## config.mk

```make
export PLATFORM = sky130hd
export DESIGN_NAME = iobus_uart_tx
export DESIGN_NICKNAME = d
export VERILOG_FILES = /design/src/rtl/iobus_uart_tx.sv
export SDC_FILE = /design/constraint.sdc
export NUM_CORES = 1
export LEC_CHECK = 0
export CAP_MARGIN = 20
export CORE_ASPECT_RATIO = 1.25
export CORE_MARGIN = 2
export CORE_UTILIZATION = 35
export DETAILED_ROUTE_END_ITERATION = 16
export SLEW_MARGIN = 5
export SYNTH_ARGS = -nofsm -noshare
export SYNTH_HDL_FRONTEND = slang
export SYNTH_SLANG_ARGS = --single-unit
```

## constraint.sdc

```tcl
create_clock -name CLK -period 3.4 [get_ports CLK]
set_clock_uncertainty 0.05 [all_clocks]
set_input_delay 0.68 -clock CLK [delete_from_list [all_inputs] [get_ports CLK]]
set_output_delay 0.68 -clock CLK [all_outputs]
set_load 0.01 [all_outputs]
```

## src/rtl/iobus_uart_tx.sv

```systemverilog
// -----------------------------------------------------------------------------
// iobus_uart_tx
//
// Memory-mapped 8N1 UART transmitter on the Otter CPU IO bus. Stores to
// TX_ADDR queue a byte in a small circular FIFO; a transmit FSM pops bytes
// and serialises them LSB first on TX. A status word is returned on IOBUS_IN
// whenever the CPU addresses STAT_ADDR; a store to STAT_ADDR with bit 0 set
// clears the sticky overflow flag.
//
// Ports:
//   CLK         system clock, rising edge
//   RST         synchronous reset, active low
//   IOBUS_ADDR  CPU IO address
//   IOBUS_OUT   CPU write data (byte in [7:0] for TX_ADDR, clear in [0] for STAT_ADDR)
//   IOBUS_WR    CPU write strobe, one cycle per store
//   IOBUS_IN    read data to CPU (combinational):
//               STAT_ADDR -> {23'b0, overflow, busy, empty, full, count[4:0]}
//               otherwise -> 0
//   TX          serial line, idle high
// -----------------------------------------------------------------------------
module iobus_uart_tx #(
  parameter logic [31:0] TX_ADDR      = 32'h1100_0040,
  parameter logic [31:0] STAT_ADDR    = 32'h1100_0044,
  parameter int unsigned CLKS_PER_BIT = 217,  // 2 .. 65535
  parameter int unsigned FIFO_DEPTH   = 8     // power of two, 2 .. 16
) (
  input  logic        CLK,
  input  logic        RST,
  input  logic [31:0] IOBUS_ADDR,
  input  logic [31:0] IOBUS_OUT,
  input  logic        IOBUS_WR,
  output logic [31:0] IOBUS_IN,
  output logic        TX
);

  localparam int PTR_W  = $clog2(FIFO_DEPTH);
  localparam int CNT_W  = PTR_W + 1;          // holds 0 .. FIFO_DEPTH
  localparam int BAUD_W = 16;

  localparam logic [BAUD_W-1:0] BAUD_LAST = BAUD_W'(CLKS_PER_BIT - 1);
  localparam logic [CNT_W-1:0]  DEPTH_C   = CNT_W'(FIFO_DEPTH);
  localparam logic [PTR_W-1:0]  PTR_ONE   = PTR_W'(1);
  localparam logic [CNT_W-1:0]  CNT_ONE   = CNT_W'(1);

  typedef enum logic [1:0] {
    IDLE,
    START,
    DATA,
    STOP
  } state_t;

  // ---------------------------------------------------------------------------
  // Storage and state
  // ---------------------------------------------------------------------------
  logic [7:0]        fifo_mem [FIFO_DEPTH];
  logic [PTR_W-1:0]  rd_ptr;
  logic [PTR_W-1:0]  wr_ptr;
  logic [CNT_W-1:0]  count;

  state_t            state;
  logic [BAUD_W-1:0] baud_cnt;
  logic [2:0]        bit_idx;
  logic [7:0]        shift;
  logic              tx_q;
  logic              overflow;

  // ---------------------------------------------------------------------------
  // Bus decode and FIFO handshakes
  // ---------------------------------------------------------------------------
  logic wr_data;
  logic wr_stat;
  logic fifo_empty;
  logic fifo_full;
  logic pop;
  logic push;
  logic drop;
  logic busy;

  assign wr_data    = IOBUS_WR && (IOBUS_ADDR == TX_ADDR);
  assign wr_stat    = IOBUS_WR && (IOBUS_ADDR == STAT_ADDR);
  assign fifo_empty = (count == '0);
  assign fifo_full  = (count == DEPTH_C);
  assign busy       = (state != IDLE);

  // The FSM only ever takes a byte out of the FIFO from IDLE.
  assign pop  = (state == IDLE) && !fifo_empty;
  // A full FIFO can still accept a byte on the edge that frees a slot.
  assign push = wr_data && (!fifo_full || pop);
  assign drop = wr_data && !push;

  // Only the low byte carries data; the rest of the write word is don't-care.
  logic unused_wdata;
  assign unused_wdata = ^IOBUS_OUT[31:8];

  // ---------------------------------------------------------------------------
  // FIFO payload
  // ---------------------------------------------------------------------------
  // NOTE: the byte array carries no reset; a slot is only ever read after it
  // has been written, and leaving it out of reset keeps it a plain RAM.
  always_ff @(posedge CLK) begin
    if (push) begin
      fifo_mem[wr_ptr] <= IOBUS_OUT[7:0];
    end
  end

  // ---------------------------------------------------------------------------
  // FIFO pointers, occupancy and sticky overflow
  // ---------------------------------------------------------------------------
  // NOTE: all sequential state uses non-blocking assignments so every register
  // samples the pre-edge values, independent of statement order.
  always_ff @(posedge CLK) begin
    if (!RST) begin
      rd_ptr   <= '0;
      wr_ptr   <= '0;
      count    <= '0;
      overflow <= 1'b0;
    end else begin
      if (push) wr_ptr <= wr_ptr + PTR_ONE;
      if (pop)  rd_ptr <= rd_ptr + PTR_ONE;

      unique case ({push, pop})
        2'b10:   count <= count + CNT_ONE;
        2'b01:   count <= count - CNT_ONE;
        default: count <= count;
      endcase

      // A drop on the same edge as a clear leaves the flag set.
      if (drop) begin
        overflow <= 1'b1;
      end else if (wr_stat && IOBUS_OUT[0]) begin
        overflow <= 1'b0;
      end
    end
  end

  // ---------------------------------------------------------------------------
  // Transmit FSM
  //
  // TX is registered and updated on the same edge as the state change, so the
  // start bit appears right after the pop edge and a frame occupies exactly
  // 10*CLKS_PER_BIT cycles from pop to re-entry into IDLE. Back-to-back frames
  // therefore see one extra IDLE cycle of TX=1 before the next pop.
  // ---------------------------------------------------------------------------
  always_ff @(posedge CLK) begin
    if (!RST) begin
      state    <= IDLE;
      baud_cnt <= '0;
      bit_idx  <= '0;
      shift    <= '0;
      tx_q     <= 1'b1;
    end else begin
      unique case (state)
        IDLE: begin
          tx_q <= 1'b1;
          if (pop) begin
            shift    <= fifo_mem[rd_ptr];
            baud_cnt <= '0;
            bit_idx  <= '0;
            tx_q     <= 1'b0;
            state    <= START;
          end
        end

        START: begin
          if (baud_cnt == BAUD_LAST) begin
            baud_cnt <= '0;
            bit_idx  <= '0;
            tx_q     <= shift[0];
            state    <= DATA;
          end else begin
            baud_cnt <= baud_cnt + 1'b1;
          end
        end

        DATA: begin
          if (baud_cnt == BAUD_LAST) begin
            baud_cnt <= '0;
            shift    <= shift >> 1;
            if (bit_idx == 3'd7) begin
              tx_q  <= 1'b1;
              state <= STOP;
            end else begin
              // shift[1] is the bit that becomes shift[0] after this edge.
              bit_idx <= bit_idx + 1'b1;
              tx_q    <= shift[1];
            end
          end else begin
            baud_cnt <= baud_cnt + 1'b1;
          end
        end

        STOP: begin
          if (baud_cnt == BAUD_LAST) begin
            baud_cnt <= '0;
            tx_q     <= 1'b1;
            state    <= IDLE;
          end else begin
            baud_cnt <= baud_cnt + 1'b1;
          end
        end

        default: begin
          baud_cnt <= '0;
          tx_q     <= 1'b1;
          state    <= IDLE;
        end
      endcase
    end
  end

  assign TX = tx_q;

  // ---------------------------------------------------------------------------
  // Status read-back
  // ---------------------------------------------------------------------------
  // NOTE: IOBUS_IN is assigned a default before the address test so no path
  // through the block leaves it unassigned, which would infer a latch.
  always_comb begin
    IOBUS_IN = '0;
    if (IOBUS_ADDR == STAT_ADDR) begin
      IOBUS_IN[4:0] = 5'(count);
      IOBUS_IN[5]   = fifo_full;
      IOBUS_IN[6]   = fifo_empty;
      IOBUS_IN[7]   = busy;
      IOBUS_IN[8]   = overflow;
    end
  end

endmodule

```

Word level (Yosys, flattened, before mapping)
Memories as Yosys holds them, arrays and structs flattened. A register that Yosys moved wholly into a read port is not among the register bits.
Index checks and enable logic that the tools add are counted.
{"block": "totals", "ff_bits": 41, "latch_bits": 0, "ram_bits": 64, "romBits": 0, "input_bits": 67, "elab_cells": 85, "n_memories": 1}
{"block": "classes", "addsub": 6, "mul": 0, "div_mod_pow": 0, "n_lt_le_gt_ge": 0, "n_eq_ne": 16, "shift": 0, "n_mux": 31, "n_bitwise": 0, "n_reduce_logical": 22}
{"name": "fifo_mem", "depth": 8, "word_bits": 8, "rd": 1, "rd_clocked_by_memory_dff": 1, "wr": 1, "line": "55", "source": "logic [7:0] fifo_mem [FIFO_DEPTH];"}
{"operator": "$eq 32x29->1 const B", "count": 2}
{"operator": "$mux 16", "count": 2}
{"operator": "$pmux 16 s2", "count": 1}
{"operator": "$mux 3", "count": 6}
{"operator": "$add 16x1->16 const B", "count": 1}
{"operator": "$eq 16x8->1 const B", "count": 1}
{"operator": "$mux 8", "count": 2}
{"operator": "$pmux 8 s2", "count": 1}
{"operator": "$ne 2x2->1 const B", "count": 6}
{"operator": "$mux 2", "count": 5}
{"operator": "$reduce_and 5->1", "count": 2}
{"operator": "$add 3x1->3 const B", "count": 3}
{"operator": "$mux 1", "count": 9}
{"operator": "$mux 9", "count": 1}
{"operator": "$pmux 3 s3", "count": 1}
{"operator": "$pmux 2 s4", "count": 1}
{"operator": "$pmux 4 s2", "count": 1}
{"operator": "$reduce_bool 2->1", "count": 4}
{"operator": "$eq 2x2->1 const B", "count": 3}
{"operator": "$logic_and 1x1->1", "count": 6}
{"operator": "$reduce_and 3->1", "count": 2}
{"operator": "$add 4x1->4 const B", "count": 1}
{"operator": "$eq 2x1->1 const B", "count": 2}
{"operator": "$eq 4x4->1 const B", "count": 1}
{"operator": "other kinds (9)", "count": 11}

Logic depth before layout (Yosys ltp)
Gate-level depths: netlist (run 1).
{"block": "logic_depth", "depth_word": 8, "mapped_depth": 11, "depth_no_buf": 10}

Least setup slack after synthesis (run 1)
No wires, ideal clock.
{"block": "synth_path", "path_type": "input-to-reg", "startpoint": "input IOBUS_ADDR[5]", "endpoint": "memory fifo_mem[2][0], enable pin", "t_arrival_ns": 2.791, "t_required_ns": 2.952, "setup_slack_ns": 0.161, "cell_stages": 5, "n_path_buf": 0, "cell_sequence": "or4b_1 > nor4_2 > and4bb_4 > nand2b_1 > nor4b_1"}
{"block": "synth_between", "elab_chain_cells": 5}
{"element": "from (decl)", "line": "29", "source": "input logic [31:0] IOBUS_ADDR,"}
{"element": "$eq 32x29->1", "line": "79", "source": "assign wr_data = IOBUS_WR && (IOBUS_ADDR == TX_ADDR);"}
{"element": "$logic_and 1x1->1", "line": "79"}
{"element": "$logic_and 1x1->1", "line": "88", "source": "assign push = wr_data && (!fifo_full || pop);"}
{"element": "$mux 1", "line": "101", "source": "if (push) begin"}
{"element": "$mux 1 (not written as such)", "line": "102", "source": "fifo_mem[wr_ptr] <= IOBUS_OUT[7:0];"}
{"element": "to (decl)", "line": "55"}
No other way between the ends.

Final worst setup path (run 1)
{"block": "layout_path", "startpoint": "input IOBUS_ADDR[7]", "endpoint": "output IOBUS_IN[7]"}
{"block": "layout_between", "elab_chain_cells": 2}
{"element": "$eq 32x29->1", "line": "220", "source": "if (IOBUS_ADDR == STAT_ADDR) begin"}
{"element": "$mux 9", "line": "220"}
{"element": "to (decl)", "line": "32", "source": "output logic [31:0] IOBUS_IN,"}
No other way between the ends.

==> metrics.cfg, run 1 <==
[layout]
final_layout_size_suffix_gt1_share_pct = 15.5
fin_util_pct = 44.1
fin_nets = 552
num-fill-cells = 1282
final_common_cell = edfxtp_1
syn2layout_area_growth_pct = 23.0
final_cell_mix = edfxtp_1, dfxtp_1, clkdlybuf4s50_1, nor2_1, nand2_1
diodes = 0
fin_cells = 651

[drt]
drc = 0
routedWlPerCell_um = 14.9
avgViaCountPerCell = 4.80
drt_iter0_markers = 114
detail-route-antenna-nets = 0
wl_um = 9710
dr.pass1.iters = 4
num_vias = 3123

[die]
dieArea_um2 = 15100
rows = 48
boundaryPins = 100
die-width_um = 110
start_util_pct = 35.9
die_h_um = 137
design.core.area_um2 = 13800

[pwr]
swShare_pct = 31.8
p_sw_uw = 1220
combPwrFrac_pct = 28.9
p_per_area_nw_per_um2 = 628
ir_drop_mv = 0.634
pwr-share-seq_pct = 42.1
clkPwrFrac_pct = 29.0
p_int_uw = 2610
power_leakage_uw = 0.00217

[sta]
relSlewSlack_pct = 46.7
period_minus_slack_ns = 3.28
finalMaxSlewViolations = 0
worst_slew_pin_slew_ns = 0.798
hold_viol = 0
fin_ws_ns = 0.119
setup_violations = 0
max_freq_ghz = 0.305
rsz0062_at_grt = no
fin_worst_hold_slack_ns = 0.427
min_period_over_period_pct = 96.5

[setup_path]
crit_chain = dlygate4sd2_1 > or4b_4 > nor4_4 > buf_4 > nand2_1 > nor3_1 > buf_4 > and2_1 > dlygate4sd2_1
crit_arrival_ns = 2.55
required_ns = 2.67
cp_slowest_cell = or4b_4
cpPeakStageDelay_ns = 0.50
critical_path.max_fanout = 9
start_kind = input port
critPathKind = input port to output pin
end_kind = output pin

[synth]
synth_seq_cells = 108
synth_edf_count = 64
async_reset_ff_share_pct = 0
postSynthCellCount = 399
syn_avg_cell_area_um2 = 12.4
ys_warn_count = 0
yosysSeqAreaShare_pct = 56.6
yosys_most_used_dff = edfxtp_1
yosysUniqueCellTypes = 55
netlist_area_um2 = 4950

[place]
gp_routability_congestion = 0.766
numPortBuffers = 51
place_inst = 626
place_hpwl_um = 6620
post-place-ws_ns = -0.293

[clock_network]
numCtsBuffers = 9
cts_max_level = 3
cts.sinks = 108
clk_latency_ns = 0.35
cts_buffer_depth = 2
clk_pin_slew_ns = 0.07
clockRootBuffer = clkbuf_16
cts_tree = done

[grt]
grt_pass1_vias = 3059
antenna_found_initial = 0
grt_max_degree = 25
grt_overflow = 0
grt_pass1_wl_um = 15800
grt_usage_pct = 13.4

[outcome]
status = finished, final reports clean

[flow_run]
max_cap_violations = 0

[hold_path]
worst_hold_path_type = register to register

==> cell usage after synthesis (2+ instances only) <==
| master | n | area share, % |
|---|---|---|
| edfxtp_1 | 64 | 39 |
| dfxtp_1 | 44 | 18 |
| nor2_1 | 29 | 2.2 |
| nand2_1 | 27 | 2.0 |
| buf_4 | 24 | 3.6 |
| mux4_2 | 16 | 7.3 |
| and2_1 | 15 | 1.9 |
| nand3_1 | 15 | 1.5 |
| ha_1 | 13 | 3.3 |
| a21oi_1 | 12 | 1.2 |
| clkbuf_1 | 11 | 0.83 |
| inv_1 | 11 | 0.83 |
| mux2i_1 | 11 | 2.2 |
| xnor2_1 | 11 | 1.9 |
| xor2_1 | 10 | 1.8 |
| o21ai_0 | 9 | 0.91 |
| nor4_1 | 7 | 0.88 |
| and3_1 | 6 | 0.76 |
| o22ai_1 | 6 | 0.76 |
| nor3_1 | 5 | 0.50 |
| and4_1 | 4 | 0.71 |
| nand2b_1 | 4 | 0.50 |
| nor4b_1 | 4 | 0.71 |
| a21boi_0 | 3 | 0.45 |
| nand4_1 | 3 | 0.38 |
| buf_2 | 2 | 0.20 |
| nand3b_1 | 2 | 0.30 |
| nor2b_1 | 2 | 0.25 |
| nor3b_1 | 2 | 0.30 |
| nor3b_2 | 2 | 0.50 |
==> through the flow <==
step	TNS (ns)	power, µW	area, µm²
2_1_floorplan	0	2420	5040
3_3_place_gp	-2.01	2650	5660
3_5_place_dp	-2.57	2690	5660
4_1_cts	0	3850	6070
5_1_grt	0	4080	6090
6_report	0	3820	6090
==> cell families (layout without fill, tap and decap cells) <==
| kind of cell | after synthesis | count (layout) | share of synthesized area, % |
|---|---|---|---|
| AO/OA/AOI/OAI | 43 | 43 | 5.51 |
| adder cells (fa/ha/maj) | 14 | 14 | 3.69 |
| AND/OR/NAND/NOR | 136 | 136 | 15.4 |
| flip-flops | 108 | 108 | 56.6 |
| XOR/XNOR | 21 | 21 | 3.71 |
| other | 1 | 24 | 0.0757 |
| multiplexers | 27 | 27 | 9.50 |
| buffers and inverters | 49 | 103 | 5.58 |
==> state kept, by name, summed over array words and instances, names as in the netlist, 2 cells and up, named ones only <==
name	count
bit_idx	3
wr_ptr	3
count	4
baud_cnt	16
state	2
shift	8
fifo_mem	64
rd_ptr	3
==> power by group through the flow <==
stage | combinational, µW | clock, µW | sequential (µW)
2_1_floorplan | 832 | 0 | 1590
3_3_place_gp | 1020 | 0 | 1630
3_5_place_dp | 1050 | 0 | 1640
4_1_cts | 1100 | 1140 | 1610
5_1_grt | 1260 | 1200 | 1630
6_report | 1110 | 1110 | 1610
==> layer usage <==
| layer | vias up | part of all wire [%] | GRT usage [%] |
|---|---|---|---|
| met5 | - | 0 | 0 |
| met4 | 0 | 1.1 | 4.38 |
| met3 | 8 | 3.6 | 3.50 |
| met2 | 50 | 53 | 24.6 |
| met1 | 1502 | 42 | 15.3 |
| li1 | 1563 | - | - |
==> what timing repair did <==
action                                  in CTS  in global routing
cloned                                       0                  0
endpoints found under the setup margin       8                 57
setup buffers                               10                  0
gates resized for setup                     18                  7
hold buffers                                 0                  0
pin swaps                                    7                  6
==> worst max-delay path, delay by kind of cell <==
kind / cells / cell delay, ns
simple gates: 5 / 1.03
buf+inv: 4 / 0.85
==> cell type report <==
cell class | instances | area (µm²) | area share, %
clock buffer | 9 | 225 | 3.70
multi-input combinational | 265 | 2010 | 33.0
timing repair buffer | 76 | 692 | 11.4
clock inverter | 7 | 98.8 | 1.62
sequential | 108 | 2800 | 46.0
tap | 175 | 219 | 3.59
inverter | 11 | 41.3 | 0.678
==> final timing paths <==
kind	start	to	slack [ns]	depth (start not counted)
worst min-delay path	shift[6]	shift[6]	0.43	2
worst max-delay path	IOBUS_ADDR[7]	IOBUS_IN[7]	0.12	9
worst max register to register	count[3]	count[3]	1.00	9
worst min register to register	shift[6]	shift[6]	0.43	2
No activity file was read; power rests on OpenSTA's default activity.
==> inputs of run 2 (changes only) <==
==> constraint.sdc (replaced) <==
create_clock -name CLK -period 3.56 [get_ports CLK]
set_clock_uncertainty 0.05 [all_clocks]
set_input_delay 0.712 -clock CLK [delete_from_list [all_inputs] [get_ports CLK]]
set_output_delay 0.712 -clock CLK [all_outputs]
set_load 0.01 [all_outputs]
==> metrics.cfg, run 2 (synthesis results as in run 1) <==
[clock_network]
cts_buffer_depth = 2
cts.sinks = 108
cts_tree = done
clk_latency_ns = 0.35
cts_max_level = 3
clockRootBuffer = clkbuf_16
clk_pin_slew_ns = 0.07
numCtsBuffers = 9

[sta]
setup_violations = 0
hold_viol = 0
fin_ws_ns = 0.123
worst_slew_pin_slew_ns = 0.820
min_period_over_period_pct = 96.5
finalMaxSlewViolations = 0
relSlewSlack_pct = 45.4
period_minus_slack_ns = 3.44
fin_worst_hold_slack_ns = 0.420
max_freq_ghz = 0.291

[hold_path]
hold_depth = 2
worstHoldEndpoint = shift[6]
worst_hold_path_type = register to register
hold_start = shift[6]

[place]
post-place-ws_ns = -0.208
place_hpwl_um = 6650
place_area_um2 = 5650
numPortBuffers = 51
place_inst = 625
gp_routability_congestion = 0.751

[layout]
multi_input_area_um2 = 1990
final_common_cell = edfxtp_1
largest-register = fifo_mem
ff_latch_area_um2 = 2800
reg_top3 = fifo_mem x64, baud_cnt x16, shift x8
fin_util_pct = 43.1
final_cell_area_um2 = 5950
fin_cells = 642
syn2layout_area_growth_pct = 20.1
final_cell_mix = edfxtp_1, dfxtp_1, clkdlybuf4s50_1, nor2_1, nand2_1
fin_nets = 543
num-fill-cells = 1282
final_layout_size_suffix_gt1_share_pct = 12.8
largest_register_ffs = 64
diodes = 0

[pwr]
power_leakage_uw = 0.00211
swShare_pct = 32.0
p_int_uw = 2360
p_per_area_nw_per_um2 = 583
combPwrFrac_pct = 28.3
clkPwrFrac_pct = 27.4
p_sw_uw = 1110
pwr-share-seq_pct = 44.3
ir_drop_mv = 0.405

[setup_path]
ff2ff_path_depth = 9
end_kind = output pin
cp_slowest_cell = or4b_4
path_buf_inv = 3
r2r_start = count[3]
start_kind = input port
required_ns = 2.80
crit_chain = clkdlybuf4s50_1 > or4b_4 > nor4_4 > nand2_1 > nor3_2 > buf_4 > and3_1 > dlygate4sd2_1
cp_top_family = simple AND/OR/NAND/NOR gates
crit_arrival_ns = 2.68
critical_path.max_fanout = 9
reg2reg_to = count[3]
critPathKind = input port to output pin
cpPeakStageDelay_ns = 0.55
regToRegSetupSlack_ns = 1.02

[die]
die-width_um = 110
boundaryPins = 100
die_h_um = 137
dieArea_um2 = 15100
start_util_pct = 35.9
design.core.area_um2 = 13800
rows = 48

[grt]
grt_pass1_wl_um = 15900
grt_max_degree = 25
grt_overflow = 0
grt_pass1_vias = 3180
grt_usage_pct = 13.5
antenna_found_initial = 0

[drt]
drc = 0
drt_iter0_markers = 110
num_vias = 3097
wl_um = 9510
avgViaCountPerCell = 4.82
dr.pass1.iters = 4
routedWlPerCell_um = 14.8
detail-route-antenna-nets = 0

[outcome]
status = finished, final reports clean

[flow_run]
max_cap_violations = 0

## run 2: final cells by class
| type | instances | share of cell area (%) |
|---|---|---|
| Clock inverter | 6 | 0.862 |
| Tap cell | 175 | 3.68 |
| Clock buffer | 10 | 3.85 |
| Timing Repair Buffer | 67 | 10.4 |
| Sequential cell | 108 | 47.1 |
| Inverter | 11 | 0.694 |
| Multi-Input combinational cell | 265 | 33.4 |
## run 2: how the worst max path moves through the flow
stage             startpoint              to  slack (ns)  cells after the start
3_3_place_gp   IOBUS_ADDR[5]     IOBUS_IN[5]       -0.17                      8
4_1_cts        IOBUS_ADDR[5]     IOBUS_IN[5]        0.10                      8
2_1_floorplan  IOBUS_ADDR[5]  fifo_mem[2][0]        0.29                      5
3_5_place_dp   IOBUS_ADDR[5]     IOBUS_IN[5]       -0.21                      8
5_1_grt        IOBUS_ADDR[5]     IOBUS_IN[5]      -0.008                      8
6_report       IOBUS_ADDR[5]     IOBUS_IN[5]        0.12                      8
## run 2: per-layer routing
| layer | global-route usage (%) | vias to the layer above | share of wire (%) |
|---|---|---|---|
| met5 | 0 | - | 0 |
| met4 | 4.17 | 0 | 1.2 |
| li1 | - | 1539 | - |
| met1 | 15.3 | 1508 | 43 |
| met2 | 24.7 | 41 | 53 |
| met3 | 3.68 | 9 | 3.1 |
## run 2: worst reg2reg max path: cells and delay by family (launching register included)
family                     cells  cell delay, ns
and+or+nand+nor                4            1.00
AOI/OAI and AO/OA              3            0.54
muxes                          1            0.19
adders and majority gates      1            0.28
DFF                            1            0.40
## run 2: power groups by stage
stage	sequential, µW	clock (µW)	combinational [µW]
4_1_cts	1540	984	993
3_3_place_gp	1560	0	971
5_1_grt	1560	1040	1110
6_report	1540	950	982
3_5_place_dp	1570	0	988
2_1_floorplan	1520	0	795
## run 2: stage by stage
stage | setup TNS, ns | power, µW
after CTS | 0 | 3520
after detailed placement | -1.50 | 2550
final | 0 | 3470
after floorplan | 0 | 2310
after global routing | -0.0111 | 3710
after global placement | -1.18 | 2530
## run 2: repair_timing
item                                    4_1_cts  5_1_grt
resized for setup                            10        1
hold buffers                                  0        0
endpoints found under the setup margin        8        5
setup buffers                                 0        1
endpoints found under the hold margin         0        0
